### config.mk
export PLATFORM = sky130hd
export DESIGN_NAME = grf_mp
export DESIGN_NICKNAME = d
export VERILOG_FILES = /design/src/rtl/grf_mp.sv
export SDC_FILE = /design/constraint.sdc
export NUM_CORES = 2
export LEC_CHECK = 0
export CAP_MARGIN = 20
export CORE_MARGIN = 3
export CORE_UTILIZATION = 60
export CTS_CLUSTER_DIAMETER = 80
export CTS_CLUSTER_SIZE = 25
export DETAILED_ROUTE_END_ITERATION = 10
export PLACE_DENSITY = 0.8
export SETUP_SLACK_MARGIN = 0.5
export SKIP_CTS_REPAIR_TIMING = 1
export SYNTH_ARGS = -nofsm -noshare
export SYNTH_HDL_FRONTEND = slang
export SYNTH_SLANG_ARGS = --single-unit
### constraint.sdc
create_clock -name clk -period 4.6 [get_ports clk]
set_input_delay 0.69 -clock clk [delete_from_list [all_inputs] [get_ports clk]]
set_output_delay 0.69 -clock clk [all_outputs]
set_load 0.03 [all_outputs]
### src/rtl/grf_mp.sv
// Multi-port general register file: two write ports, NUM_RD combinational read
// ports with optional write bypass, and a per-register busy scoreboard.
module grf_mp #(
   parameter int DATA_W   = 32,
   parameter int ADDR_W   = 5,
   parameter int NUM_RD   = 2,
   parameter int ZERO_REG = 1,
   parameter int BYPASS   = 1
) (
   input  logic                     clk,
   input  logic                     reset,
   input  logic                     wr0_en,
   input  logic [ADDR_W-1:0]        wr0_addr,
   input  logic [DATA_W-1:0]        wr0_data,
   input  logic                     wr1_en,
   input  logic [ADDR_W-1:0]        wr1_addr,
   input  logic [DATA_W-1:0]        wr1_data,
   input  logic                     issue_en,
   input  logic [ADDR_W-1:0]        issue_addr,
   input  logic [NUM_RD*ADDR_W-1:0] rd_addr,
   output logic [NUM_RD*DATA_W-1:0] rd_data,
   output logic [NUM_RD-1:0]        rd_busy,
   output logic [ADDR_W:0]          busy_count
);
   localparam int DEPTH = 1 << ADDR_W;

   logic [DATA_W-1:0] regs_q [DEPTH];
   logic [DEPTH-1:0]  busy_q, busy_d;
   logic [ADDR_W:0]   cnt_q, cnt_d;
   logic              we0, we1, iss, byp_en;
   logic              inc, dec0, dec1;

   // Register 0 is dropped from writes and issues when hardwired to zero.
   assign we0    = wr0_en   && !((ZERO_REG != 0) && (wr0_addr   == '0));
   assign we1    = wr1_en   && !((ZERO_REG != 0) && (wr1_addr   == '0));
   assign iss    = issue_en && !((ZERO_REG != 0) && (issue_addr == '0));
   assign byp_en = (BYPASS != 0) && !reset;

   always_comb begin
      busy_d = busy_q;
      if (we0) busy_d[wr0_addr] = 1'b0;
      if (we1) busy_d[wr1_addr] = 1'b0;
      if (iss) busy_d[issue_addr] = 1'b1;
   end

   // Count tracks busy_d incrementally; each address is counted once even when ports collide.
   assign inc  = iss && !busy_q[issue_addr];
   assign dec0 = we0 && busy_q[wr0_addr] && !(iss && (issue_addr == wr0_addr));
   assign dec1 = we1 && busy_q[wr1_addr] && !(iss && (issue_addr == wr1_addr))
                 && !(we0 && (wr0_addr == wr1_addr));
   assign cnt_d = cnt_q + (ADDR_W+1)'(inc) - (ADDR_W+1)'(dec0) - (ADDR_W+1)'(dec1);

   always_ff @(posedge clk) begin
      if (reset) begin
         busy_q <= '0;
         cnt_q  <= '0;
      end else begin
         busy_q <= busy_d;
         cnt_q  <= cnt_d;
      end
   end

   always_ff @(posedge clk) begin
      if (reset) begin
         for (int i = 0; i < DEPTH; i++) regs_q[i] <= '0;
      end else begin
         if (we0) regs_q[wr0_addr] <= wr0_data;
         if (we1) regs_q[wr1_addr] <= wr1_data;
      end
   end

   assign busy_count = cnt_q;

   for (genvar k = 0; k < NUM_RD; k++) begin : g_rd
      logic [ADDR_W-1:0] a;
      logic              zero, hit0, hit1;
      assign a    = rd_addr[k*ADDR_W +: ADDR_W];
      assign zero = (ZERO_REG != 0) && (a == '0);
      assign hit0 = byp_en && we0 && (wr0_addr == a);
      assign hit1 = byp_en && we1 && (wr1_addr == a);
      assign rd_data[k*DATA_W +: DATA_W] = zero ? '0 :
                                           hit1 ? wr1_data :
                                           hit0 ? wr0_data : regs_q[a];
      assign rd_busy[k] = !zero && busy_q[a] && !(hit0 || hit1);
   end
endmodule

# --- Word level (Yosys, flattened, before mapping) ---
# Memory sizes are Yosys's and may differ from the RTL's.
# Cells that the tools add are included.
word_totals:
  mem_bits_rw: 1024
  inputBits: 94
  word_cells: 111
  ff_bits: 38
  mem_count: 1
op_classes:
  n_bitwise: 5
  magnitude_cmp: 8
  n_eq_ne: 7
  n_addsub: 3
  mux: 39
  n_reduce_logical: 46
memory_table:
  columns: ["name", "depth", "width", "rd", "rd_ports_with_merged_regs", "wr", "line_no", "text"]
  rows:
  - ["regs_q", 32, 32, 2, 0, 32, "27", "logic [DATA_W-1:0] regs_q [DEPTH];"]
op_table:
  columns: ["op", "n"]
  rows:
  - ["32-bit two-way mux", 11]
  - ["32-bit AND", 2]
  - ["32-bit inverter", 2]
  - ["32-bit OR reduction", 2]
  - ["5-bit equality test", 7]
  - ["32-bit bitwise OR", 1]
  - ["5-bit by 6-bit < comparator with 1-bit output, second input constant", 5]
  - ["1-bit binary-select mux with 5-bit select", 5]
  - ["1-bit logical AND", 25]
  - ["5-bit zero test", 5]
  - ["1-bit two-way mux", 18]
  - ["1-bit demux with 5-bit select", 3]
  - ["5-bit by 1-bit greater-or-equal comparator with 1-bit output, second input constant", 3]
  - ["1-bit zero test", 12]
  - ["6-bit by 1-bit subtractor with 6-bit output", 2]
  - ["5-bit two-way mux", 2]
  - ["6-bit by 1-bit adder with 6-bit output", 1]
  - ["1-bit logical OR", 2]

# --- Longest topological paths before layout ---
logic_depth:
  word_depth: 11
  mapped_depth: 18
  depth_no_buf: 15

# --- Worst setup path after synthesis ---
# No wires, ideal clock.
synth_timing:
  path_kind: "input port to output port"
  startpoint: "input wr0_addr[3]"
  endpoint: "output rd_busy[0]"
  required_time_ps: 3910
  t_arrival_ps: 3447
  stages: 7
  path_buffers: 3
  path_slack_ps: 463
  path_cell_list: "buf_2 > or3_1 > buf_2 > o311a_1 > and3_1 > clkbuf_1 > a2111oi_0"
synth_between:
  elab_chain_len: 8
  elab_cells_between_ends: 9
  cone_classes: "eq/ne: 1; reduce/logical: 8"
synth_lines:
  columns: ["element", "line_no", "text"]
  rows:
  - ["start, declared", "13", "input logic [ADDR_W-1:0] wr0_addr,"]
  - ["5-bit zero test", "34", "assign we0 = wr0_en && !((ZERO_REG != 0) && (wr0_addr == '0));"]
  - ["1-bit zero test", "34", null]
  - ["1-bit logical AND", "34", null]
  - ["1-bit logical AND", "79", "assign hit0 = byp_en && we0 && (wr0_addr == a);"]
  - ["1-bit logical AND *", "79", null]
  - ["1-bit logical OR *", "84", "assign rd_busy[k] = !zero && busy_q[a] && !(hit0 || hit1);"]
  - ["1-bit zero test *", "84", null]
  - ["1-bit logical AND *", "84", null]
  - ["end, declared", "22", "output logic [NUM_RD-1:0] rd_busy,"]
# Mark *: on every way between the ends. The rest lies on a longest branch, timed or not.

# --- Worst setup path in the final report ---
layout_timing:
  startpoint: "input wr0_addr[2]"
  endpoint: "output rd_data[37]"
layout_between:
  elab_chain_len: 8
  elab_cells_between_ends: 9
  cone_classes: "eq/ne: 1; mux: 3; reduce/logical: 5"
layout_lines:
  columns: ["element", "line_no", "text"]
  rows:
  - ["5-bit zero test", "34", null]
  - ["1-bit zero test", "34", null]
  - ["1-bit logical AND", "34", null]
  - ["1-bit logical AND", "79", null]
  - ["1-bit logical AND *", "79", null]
  - ["32-bit two-way mux *", "83", "hit0 ? wr0_data : regs_q[a];"]
  - ["32-bit two-way mux *", "82", "hit1 ? wr1_data :"]
  - ["32-bit two-way mux *", "81", "assign rd_data[k*DATA_W +: DATA_W] = zero ? '0 :"]
  - ["end, declared", "21", "output logic [NUM_RD*DATA_W-1:0] rd_data,"]
# Marked as above.

==> flow_summary.ini <==
[clocking]
cts-root-buf = clkbuf_16
numCtsBuffers = 51
tritoncts = built
max-clock-path-buffers = 3
cts.sinks = 1062
htree_levels = 2
insertion_delay_ns = 0.72
path_clk_slew_ns = 0.09

[global_routing]
grt_max_degree = 66
antenna_found_initial = 4
overflow = 0
first_global_vias = 48597
grt_pass1_wl_um = 333000
grt_use_total_pct = 43.0

[setup_path]
worstPathArrival_ns = 3.42
start_kind = input port
path_max_fanout = 65
critPathCaptureType = output port
crit_type = in -> out
cp_data_required_time_ns = 3.91

[synthesis]
synth-edff-count = 1024
synth_top_area_cell = edfxtp_1
yosysUniqueCellTypes = 63
ys.flop_type = edfxtp_1
yosys_warnings = 0
synth-seq-cells = 1062
syn_area_per_cell_um2 = 14.5
synthCells = 4349
synth.top_cell.area_share_pct = 48.8
ys_top_cells_by_area = edfxtp_1 (49%), mux4_2 (20%), a22o_1 (14%)
async_reset_ff_share_pct = 0
synth_area_um2 = 63000
yosysSeqAreaShare_pct = 50.0

[timing]
grt_setup_unrepaired = yes
max_freq_mhz = 244
final_max_slew_viol_count = 0
slew_headroom_pct = 30.9
setup_violations = 0
min_period_ns = 4.11
worst_pin_slew_ns = 1.03
clock_skew_ns = 0.00735
tns_ns = 0
finalCritPeriodShare_pct = 89.2
hold_viol = 0

[detailed_routing]
wl_per_cell_um = 41.8
drt_first_iter_violations = 9786
via_per_inst = 8.69
ant_nets = 0
drcViolationCount = 0
dr.pass1.iters = 9
num_vias = 49056
wirelength_um = 236000

[floorplan]
fp.dieW_um = 330
io_pins = 166
die_h_um = 330
initial_core_util_pct = 60.7
dieArea_um2 = 109000
rows = 118
core_um2 = 104000

[place]
gp_congestion = 0.964
placed_area_um2 = 68200
port_buffers = 165
dpl.hpwl_um = 142000

[finish]
nNetsFinal = 4338
layout-drive-gt1-share_pct = 27.7
final_area_um2 = 69800
area_delta_synth_final_pct = 10.8
fillers = 6914

[power_and_ir_drop]
ir_worst_vdd_mv = 0.311
p_leak_nw = 23.4
p_per_area_nw_per_um2 = 303

[run]
maxCapViolCount = 0

[outcome]
outcome = finished clean

[min_path]
min_path_type = in -> reg
## area by class of cell
class                      count  area, um2  share of cell area (%)
antenna                        5       12.5                  0.0179
clock buffer                  62       1350                    1.93
clock inverter                15        155                   0.222
inverter                      37        139                   0.199
multi-input combinational   2606      29600                    42.5
sequential                  1062      31500                    45.1
tap                         1380       1730                    2.47
timing repair buffer         478       5280                    7.56
## critical path, stage by stage
cell	delay [ns]
clkdlybuf4s50_1	0.42
or3_1	0.40
buf_4	0.19
o311a_1	0.34
and4_4	0.18
buf_16	0.23
a2111o_1	0.34
a21oi_1	0.38
buf_12	0.18
## cells by family after synthesis
| family | count (synthesis) | synth area share (%) |
|---|---|---|
| other | 1 | 0.00595 |
| AOI/OAI and AO/OA | 1435 | 18.5 |
| DFF | 1062 | 50.0 |
| adders and majority gates | 8 | 0.183 |
| muxes | 787 | 23.6 |
| buffers and inverters | 712 | 4.66 |
| and+or+nand+nor | 305 | 2.48 |
| xor gates and xnor gates | 39 | 0.542 |
## flip-flops by register name, indices dropped and copies added (netlist names)
register,flops
busy_q,32
regs_q,1024
busy_count,6
## report_power, final
part / total, mW / switching (mW) / internal (mW) / leakage [nW]
Sequential: 11.5 / 0.317 / 11.2 / 10.1
Combinational: 4.23 / 2.36 / 1.87 / 12.6
Clock: 5.40 / 3.21 / 2.18 / 0.729
## cell usage in the layout (no fill, tap or decap), drive strengths merged, types with 5 or more instances in the layout
master         instances
edfxtp              1024
a22o                 992
mux4                 554
buf                  388
mux2i                200
a21oi                136
clkdlybuf4s50         88
nor2                  82
o21ai                 80
nand2                 68
clkbuf                63
nor2b                 44
o22ai                 42
inv                   42
dfxtp                 38
nor3                  37
a211oi                35
mux2                  33
conb                  32
a2111o                31
o22a                  31
o2111ai               31
o221ai                22
xnor2                 20
xor2                  19
a22oi                 15
nand3                 12
nand3b                10
nand2b                 8
nor3b                  7
clkinv                 7
ha                     6
nor4                   6
diode                  5
or3b                   5
and3                   5
## per-layer routing
metal	global-route usage, %	part of all wire [%]
met3	18.0	18
met5	0.222	0.040
met2	62.4	43
met4	31.3	9.4
met1	51.8	29
## per-stage QoR
stage / instances / total power, mW / hold WS, ns / setup slack, ns / util, %
finish: 5645 / 21.1 / 0.536 / 0.495 / 67.2
global placement: 5563 / 15.6 / 0.552 / 0.182 / 65.7
floorplan: 4380 / 14.1 / 0.480 / 0.586 / -
global route: 5640 / 21.5 / 0.520 / 0.397 / 67.2
CTS: 5640 / 20.9 / 0.494 / 0.423 / 67.1
detailed placement: 5563 / 15.8 / 0.558 / 0.203 / 65.7
## cells in the mapped netlist, drive strengths merged (8+ instances only)
cell	count
a2111o	31
a211oi	35
a21oi	136
a22o	992
a22oi	15
buf	205
clkbuf	470
dfxtp	38
edfxtp	1024
inv	37
mux2	33
mux2i	200
mux4	554
nand2	68
nand2b	8
nand3	12
nand3b	10
nor2	82
nor2b	44
nor3	37
o2111ai	31
o21ai	80
o221ai	22
o22a	31
o22ai	42
xnor2	20
xor2	19
## worst paths after layout
path | to | slack [ns] | cells after the start | start
worst max register to register | busy_count[5] | 1.20 | 13 | busy_q[23]
worst max-delay path | rd_data[37] | 0.49 | 9 | wr0_addr[2]
worst min register to register | busy_q[11] | 0.59 | 2 | busy_q[11]
worst min-delay path | regs_q[0][30] | 0.54 | 1 | reset
(Power assumes the default switching activity.)
